[config.mk]
export PLATFORM = sky130hd
export DESIGN_NAME = logic_gate_tt_sequencer_flat
export DESIGN_NICKNAME = d
export VERILOG_FILES = /design/src/rtl/logic_gate_tt_sequencer_if.sv /design/src/rtl/logic_gate_tt_sequencer.sv /design/src/flat_wrapper.sv
export SDC_FILE = /design/constraint.sdc
export NUM_CORES = 1
export LEC_CHECK = 0
export BUFFER_PORTS_ARGS = -buffer_cell sky130_fd_sc_hd__buf_4
export CAP_MARGIN = 10
export CELL_PAD_IN_SITES_DETAIL_PLACEMENT = 0
export CELL_PAD_IN_SITES_GLOBAL_PLACEMENT = 1
export CORE_MARGIN = 2
export CORE_UTILIZATION = 40
export CTS_CLUSTER_DIAMETER = 150
export DETAILED_ROUTE_END_ITERATION = 8
export PLACE_DENSITY_LB_ADDON = 0.15
export SYNTH_ARGS = -nofsm -noshare
export SYNTH_HDL_FRONTEND = slang
export SYNTH_SLANG_ARGS = --single-unit
[constraint.sdc]
create_clock -name clk -period 2.5 [get_ports clk]
set_input_delay 0.625 -clock clk [delete_from_list [all_inputs] [get_ports clk]]
set_output_delay 0.625 -clock clk [all_outputs]
set_load 0.05 [all_outputs]
[src/rtl/logic_gate_tt_sequencer_if.sv]
// Bundle between the truth-table sequencer and its gate unit / status logic.
// The sequencer is the master: it drives gate_a/gate_b and the result fields.
interface logic_gate_tt_sequencer_if;
  logic        start;
  logic [7:0]  gate_res;
  logic        gate_a;
  logic        gate_b;
  logic        busy;
  logic        done;
  logic        pass;
  logic [3:0]  fail_mask;
  logic [31:0] tt_out;

  modport master (
    input  start, gate_res,
    output gate_a, gate_b, busy, done, pass, fail_mask, tt_out
  );

  modport slave (
    output start, gate_res,
    input  gate_a, gate_b, busy, done, pass, fail_mask, tt_out
  );
endinterface

[src/rtl/logic_gate_tt_sequencer.sv]
// Self-test sequencer: walks a/b through 00,01,10,11, samples the gate outputs and checks them.
// Optional build macro GATE_SEQ_STOP_ON_FAIL_EN ends the run at the first mismatching row.
module logic_gate_tt_sequencer #(
  parameter int unsigned SETTLE_CYCLES = 1
) (
  input logic                        clk,
  input logic                        rst,
  logic_gate_tt_sequencer_if.master  bus
);

  localparam logic [2:0] StIdle   = 3'd0;
  localparam logic [2:0] StDrive  = 3'd1;
  localparam logic [2:0] StSettle = 3'd2;
  localparam logic [2:0] StSample = 3'd3;
  localparam logic [2:0] StDone   = 3'd4;

  localparam logic [31:0] GoldenTable = 32'h835A56BC;
  localparam logic [3:0]  SettleLast  = (SETTLE_CYCLES == 0) ? 4'd0 : 4'(SETTLE_CYCLES - 1);

  logic [2:0]  state_q, state_d;
  logic [1:0]  idx_q, idx_d;
  logic [3:0]  cnt_q, cnt_d;
  logic        gate_a_q, gate_a_d;
  logic        gate_b_q, gate_b_d;
  logic        busy_q, busy_d;
  logic        done_q, done_d;
  logic        pass_q, pass_d;
  logic [3:0]  fail_mask_q, fail_mask_d;
  logic [31:0] tt_q, tt_d;

  logic [7:0]  row_golden;
  logic        row_mismatch;

  always_comb begin
    row_golden   = GoldenTable[{idx_q, 3'b000} +: 8];
    row_mismatch = (bus.gate_res != row_golden);

    state_d     = state_q;
    idx_d       = idx_q;
    cnt_d       = cnt_q;
    gate_a_d    = gate_a_q;
    gate_b_d    = gate_b_q;
    done_d      = 1'b0;
    pass_d      = pass_q;
    fail_mask_d = fail_mask_q;
    tt_d        = tt_q;

    case (state_q)
      StIdle: begin
        if (bus.start) begin
          state_d     = StDrive;
          idx_d       = 2'd0;
          tt_d        = 32'd0;
          fail_mask_d = 4'd0;
          pass_d      = 1'b0;
        end
      end
      StDrive: begin
        gate_a_d = idx_q[1];
        gate_b_d = idx_q[0];
        cnt_d    = 4'd0;
        state_d  = (SETTLE_CYCLES == 0) ? StSample : StSettle;
      end
      StSettle: begin
        cnt_d = cnt_q + 4'd1;
        if (cnt_q == SettleLast) begin
          state_d = StSample;
        end
      end
      StSample: begin
        tt_d[{idx_q, 3'b000} +: 8] = bus.gate_res;
        fail_mask_d[idx_q]         = row_mismatch;
`ifdef GATE_SEQ_STOP_ON_FAIL_EN
        if (row_mismatch || (idx_q == 2'd3)) begin
`else
        if (idx_q == 2'd3) begin
`endif
          state_d = StDone;
          done_d  = 1'b1;
          // Uses the next-state mask so a mismatch on the final row still clears pass.
          pass_d  = (fail_mask_d == 4'd0);
        end else begin
          idx_d   = idx_q + 2'd1;
          state_d = StDrive;
        end
      end
      StDone: begin
        state_d = StIdle;
      end
      default: begin
        state_d = StIdle;
      end
    endcase

    busy_d = (state_d != StIdle);
  end

  always_ff @(posedge clk) begin
    if (rst) begin
      state_q     <= StIdle;
      idx_q       <= 2'd0;
      cnt_q       <= 4'd0;
      gate_a_q    <= 1'b0;
      gate_b_q    <= 1'b0;
      busy_q      <= 1'b0;
      done_q      <= 1'b0;
      pass_q      <= 1'b0;
      fail_mask_q <= 4'd0;
      tt_q        <= 32'd0;
    end else begin
      state_q     <= state_d;
      idx_q       <= idx_d;
      cnt_q       <= cnt_d;
      gate_a_q    <= gate_a_d;
      gate_b_q    <= gate_b_d;
      busy_q      <= busy_d;
      done_q      <= done_d;
      pass_q      <= pass_d;
      fail_mask_q <= fail_mask_d;
      tt_q        <= tt_d;
    end
  end

  assign bus.gate_a    = gate_a_q;
  assign bus.gate_b    = gate_b_q;
  assign bus.busy      = busy_q;
  assign bus.done      = done_q;
  assign bus.pass      = pass_q;
  assign bus.fail_mask = fail_mask_q;
  assign bus.tt_out    = tt_q;

endmodule

[src/flat_wrapper.sv]
// flat-port wrapper written by rule: the top's interface ports become plain ports
module logic_gate_tt_sequencer_flat 
#(
  parameter int unsigned SETTLE_CYCLES = 1
)
  (clk, rst, bus_start, bus_gate_res, bus_gate_a, bus_gate_b, bus_busy, bus_done, bus_pass, bus_fail_mask, bus_tt_out);
  logic_gate_tt_sequencer_if bus_i ();
  input logic clk;
  input logic rst;
  input wire logic [$bits(bus_i.start)-1:0] bus_start;
  input wire logic [$bits(bus_i.gate_res)-1:0] bus_gate_res;
  output wire logic [$bits(bus_i.gate_a)-1:0] bus_gate_a;
  output wire logic [$bits(bus_i.gate_b)-1:0] bus_gate_b;
  output wire logic [$bits(bus_i.busy)-1:0] bus_busy;
  output wire logic [$bits(bus_i.done)-1:0] bus_done;
  output wire logic [$bits(bus_i.pass)-1:0] bus_pass;
  output wire logic [$bits(bus_i.fail_mask)-1:0] bus_fail_mask;
  output wire logic [$bits(bus_i.tt_out)-1:0] bus_tt_out;
  assign bus_i.start = bus_start;
  assign bus_i.gate_res = bus_gate_res;
  assign bus_gate_a = bus_i.gate_a;
  assign bus_gate_b = bus_i.gate_b;
  assign bus_busy = bus_i.busy;
  assign bus_done = bus_i.done;
  assign bus_pass = bus_i.pass;
  assign bus_fail_mask = bus_i.fail_mask;
  assign bus_tt_out = bus_i.tt_out;
  logic_gate_tt_sequencer #(.SETTLE_CYCLES(SETTLE_CYCLES)) u_core (.clk(clk), .rst(rst), .bus(bus_i));
endmodule
; ---- Word-level counts from Yosys, hierarchy flattened
; Index checks and enable logic that the tools add are counted.
[op_classes]
add_sub_neg = 3
magnitude_cmp = 2
eq_ne = 8
n_shift = 3
n_mux = 20
bitwise = 1
n_reduce_logical = 11
[op_table]
columns = cell, n
row1 = $pmux W32 S2, 1
row2 = $bwmux W32, 1
row3 = $mux W32, 1
row4 = $shift A8 B7 Y32 const A, 1
row5 = $shiftx A32 B6 Y8 const A, 1
row6 = $shiftx A8 B7 Y32, 1
row7 = $pmux W4 S2, 2
row8 = $pmux W3 S4, 1
row9 = $mux W3, 3
row10 = $logic_not A4 Y1, 2
row11 = $ne A8 B8 Y1, 1
row12 = $neg A5 Y7, 1
row13 = $eq A3 B2 Y1 const B, 2
row14 = $reduce_and A3 Y1, 2
row15 = $add A4 B1 Y4 const B, 1
row16 = $bwmux W4, 1
row17 = $mux W1, 4
row18 = $mux W2, 2
row19 = $mux W4, 1
row20 = $ne A2 B2 Y1 const B, 2
row21 = $pmux W2 S2, 1
row22 = $reduce_bool A2 Y1, 2
row23 = $eq A3 B1 Y1 const B, 1
row24 = $logic_not A3 Y1, 1
row25 = 12 further kinds, 12
[word_totals]
ff_bits = 50
inputBits = 11
wordCells = 58

; ---- Depth between registers and ports, before layout
[depth]
word_depth = 8
mapped_depth = 7
depth_no_buf = 7

; ---- Worst setup path before layout
; Ideal clock, no wire load.
[synth_timing]
path_kind = flip-flop to flip-flop
startpoint = register u_core.idx_q[0]
endpoint = register u_core.pass_q, in the netlist u_core.bus.pass
arrival_time_ps = 1838
path_slack_ps = 600
path_stages_with_launch = 8
path_buffers = 0
period_less_slack_ps = 1900
path_cell_list = dfxtp_1 > inv_1 > ha_1 > inv_1 > ha_1 > nand4b_1 > nor3_2 > a32o_1
[synth_via]
elab_chain_len = 8
[synth_rtl]
columns = element, line
row1 = start: declaration, logic_gate_tt_sequencer.sv:21  ; logic [1:0] idx_q, idx_d;
row2 = start signal: assignment, logic_gate_tt_sequencer.sv:112  ; idx_q <= idx_d;
row3 = branches (longest 8 deep; another with $shiftx A32 B6 Y8), n/a
row4 = end signal: assignment, logic_gate_tt_sequencer.sv:118  ; pass_q <= pass_d;
row5 = end: declaration, logic_gate_tt_sequencer.sv:27  ; logic pass_q, pass_d;
; Parallel ways; which one is timed is not known. The select of a mux whose other input is x is not followed.
; A chain may end at the register's enable or synchronous reset.

; ---- Worst setup path after layout
; Ends and elaborated chain as after synthesis.

==> results by group <==
Setup path
  • Crit-path cells: inv_1, ha_1, inv_1, ha_1, nand4b_1, nor3_2, a32o_1
  • CP max stage delay: around 360 ps
  • Family with the most delay on the worst path: adder cells
  • CP Max Fanout: 7
  • Critical Path Start Type: flop
  • WP buf/inv: 2
  • Critical path endpoint category: flop
  • Crit path DAT: 2310 ps
  • Req. time, crit path: roughly 2700 ps
  • Crit path kind: reg -> reg
  • CP max-delay cell: ha_1

Synth
  • Synth Flop Type: dfxtp_1
  • Post-synthesis sequential area ratio: a little under half
  • Syn Area/Cell: around 9.7 um^2
  • Largest cells by area after synthesis: dfxtp_1, ha_1, a22o_1
  • Post-synth top cells: dfxtp_1, nor2_1, a22o_1, a22oi_1, ha_1
  • Asr flop ratio synth: 0%
  • Share of the synthesized area in the top cell type: a little under half
  • Flops & latches, synth: 50
  • Yosys cell types: 46
  • Post-synthesis instance total: between 200 and 250
  • Syn nets: 249
  • EDFF count, synth: 0
  • Synthesized cell area: 0.002190 mm^2
  • Number of synthesis warnings: 0
  • Most numerous cell in the Yosys netlist: dfxtp_1
  • Leading area contributor after synthesis: dfxtp_1

Floorplanning
  • # rows: 26
  • Die W: between 70 and 80 um
  • Starting Density: between 40 and 50%
  • Die footprint: just over 0.006 mm^2
  • Core ar.: 0.005205 mm^2
  • Io pins: 52
  • Die Span Y: about 80 um

Timing
  • Highest clock rate: between 0.4 and 0.5 GHz
  • Final setup vio count: 0
  • Rel. slew slack: roughly 61%
  • Worst-Margin Slew: 584.7 ps
  • Period utilization: between 80% and 90%
  • Final hold violations: 0
  • Setup_tns: 0 ps
  • RSZ-0062 raised after global routing: no
  • Worst Skew: between 3 and 4 ps
  • Slew Viols, Final: 0
  • Final min period: approximately 2100 ps

Detailed routing
  • Met1 Wirelength: approximately 2700 um
  • Wirelength, routed: between 5000 and 6000 um
  • ANT nets after route: 0
  • WL/cell: ~15 um
  • Routed wl met3: between 200 and 250 um
  • Vias per cell: roughly 5.3
  • First-iteration detailed-routing DRC count: approximately 110
  • Drt drc: 0
  • Metal2 WL: roughly 2300 um
  • Max Used Layer: met4
  • Vias: approximately 1,900
  • Drt first pass iters: 4

Place
  • IO buf count: roughly 50
  • Detailed placement HPWL: about 3800 um
  • Routability Congestion: roughly 0.81

Clocking
  • CTS root buf: clkbuf_8
  • Insertion delay to the later sink of the worst-skew pair: between 200 and 300 ps
  • Post-CTS Setup Inserts: 0
  • Clock Sinks: 50
  • Hold buffer count at cts: 0
  • TritonCTS clock tree: yes
  • CTS resizes: 0
  • CTS max path bufs: 2
  • H-tree levels: 2
  • Reg clk slew, reported paths: around 80 ps
  • CTS buffer count: 5

Finish
  • Nets: approximately 300
  • Diode count: 0
  • Layout cells sized above 1: 27.05%
  • Layout filler cell count: 500
  • Fin util: 52.57%
  • Synthesis-to-finish area growth: 24.97%

Global route
  • Largest net degree at the start of global routing: 34
  • Initial antenna violation count: 0
  • Gr usage total: 18.51%
  • Vias in the first global route: between 1,500 and 2,000
  • Global-route wire length before repair: 8990 um
  • Global route total overflow: 0

Run
  • Max_cap viols: 0

Power and ir drop
  • Static leakage: roughly 0.0011 uW
  • Pwr per Cell Area: ~560 mW/mm^2
  • VDD IR max: between 200 and 300 uV

Status
  • Outcome: finished clean

Hold path
  • Min-delay worst type: reg -> reg
-- per-layer routing --
metal | up-vias | global-route usage [%]
met3 | 5 | 3.488
met2 | 43 | 26.55
met4 | 0 | 4.737
met1 | 888 | 28.28
li1 | 932 | -
met5 | - | 0
-- area by class of cell --
type / instances / area [um^2] / share of cell area, %
multi-input cells: 154 / 1085 / 39.64
clock inverters: 2 / 10.01 / 0.3658
clock buffers: 5 / 68.82 / 2.515
repair buffers: 59 / 442.9 / 16.19
well taps: 70 / 87.58 / 3.201
flip-flops and latches: 50 / 1001 / 36.58
inverters: 11 / 41.29 / 1.509
-- sequential cells by signal, summed over array words and instances (netlist names) --
| name | count |
|---|---|
| u_core.bus.fail_mask | 4 |
| u_core.bus.tt_out | 32 |
| u_core.bus.pass | 1 |
| u_core.state_q | 3 |
| u_core.bus.gate_b | 1 |
| u_core.idx_q | 2 |
| u_core.bus.busy | 1 |
| u_core.bus.done | 1 |
| u_core.bus.gate_a | 1 |
| u_core.cnt_q | 4 |
-- metrics by stage --
step / worst slack (ps) / cells / hold slack (ps) / total power [uW] / area [um^2]
6_report: 435.5 / 351 / 469.0 / 1546 / 2736
5_1_grt: 294.7 / 351 / 491.0 / 1624 / 2736
4_1_cts: 415.2 / 351 / 472.9 / 1556 / 2736
3_5_place_dp: 446.0 / 344 / 448.7 / 1124 / 2658
3_3_place_gp: 399.8 / 344 / 456.1 / 1125 / 2658
2_1_floorplan: 600.3 / 226 / 480.6 / 1054 / 2190
-- layout by cell type (no fill, tap or decap), types with 7 or more instances in the layout --
master and instances:
nor2_1 25, a22o_1 16, buf_4 59, a21oi_1 11, ha_1 12, inv_1 11, a22oi_1 16, o21ai_0 7
nand3_1 8, dfxtp_1 50, nand2_1 10
-- where the power goes --
group          total [uW]  switching (uW)  internal [uW]
Sequential            834            20.0            814
Clock                 438             249            188
Combinational         274             176           98.5
Total                1550             445           1100
-- cells by family (layout without fill, tap and decap cells) --
logic type,Yosys count,count (layout),share of synthesized area [%]
fa+ha+maj,12,12,6.857
flops,50,50,45.71
buf+inv,22,77,4.743
xor+xnor,3,3,1.200
mux,2,2,0.9143
compound gates,64,64,22.34
simple gates,73,73,18.23
-- path summary, 6_finish.rpt --
check	from	to	slack, ps	cells past startpoint
max	u_core.idx_q[0]$_SDFFE_PP0P_	u_core.bus.pass$_SDFFE_PP0P_	440	7
min	u_core.bus.fail_mask[3]$_SDFFE_PP0P_	u_core.bus.fail_mask[3]$_SDFFE_PP0P_	470	1
max reg2reg	u_core.idx_q[0]$_SDFFE_PP0P_	u_core.bus.pass$_SDFFE_PP0P_	440	7
min reg2reg	u_core.bus.fail_mask[3]$_SDFFE_PP0P_	u_core.bus.fail_mask[3]$_SDFFE_PP0P_	470	1
Note: power is estimated with default switching activity, not from simulation.
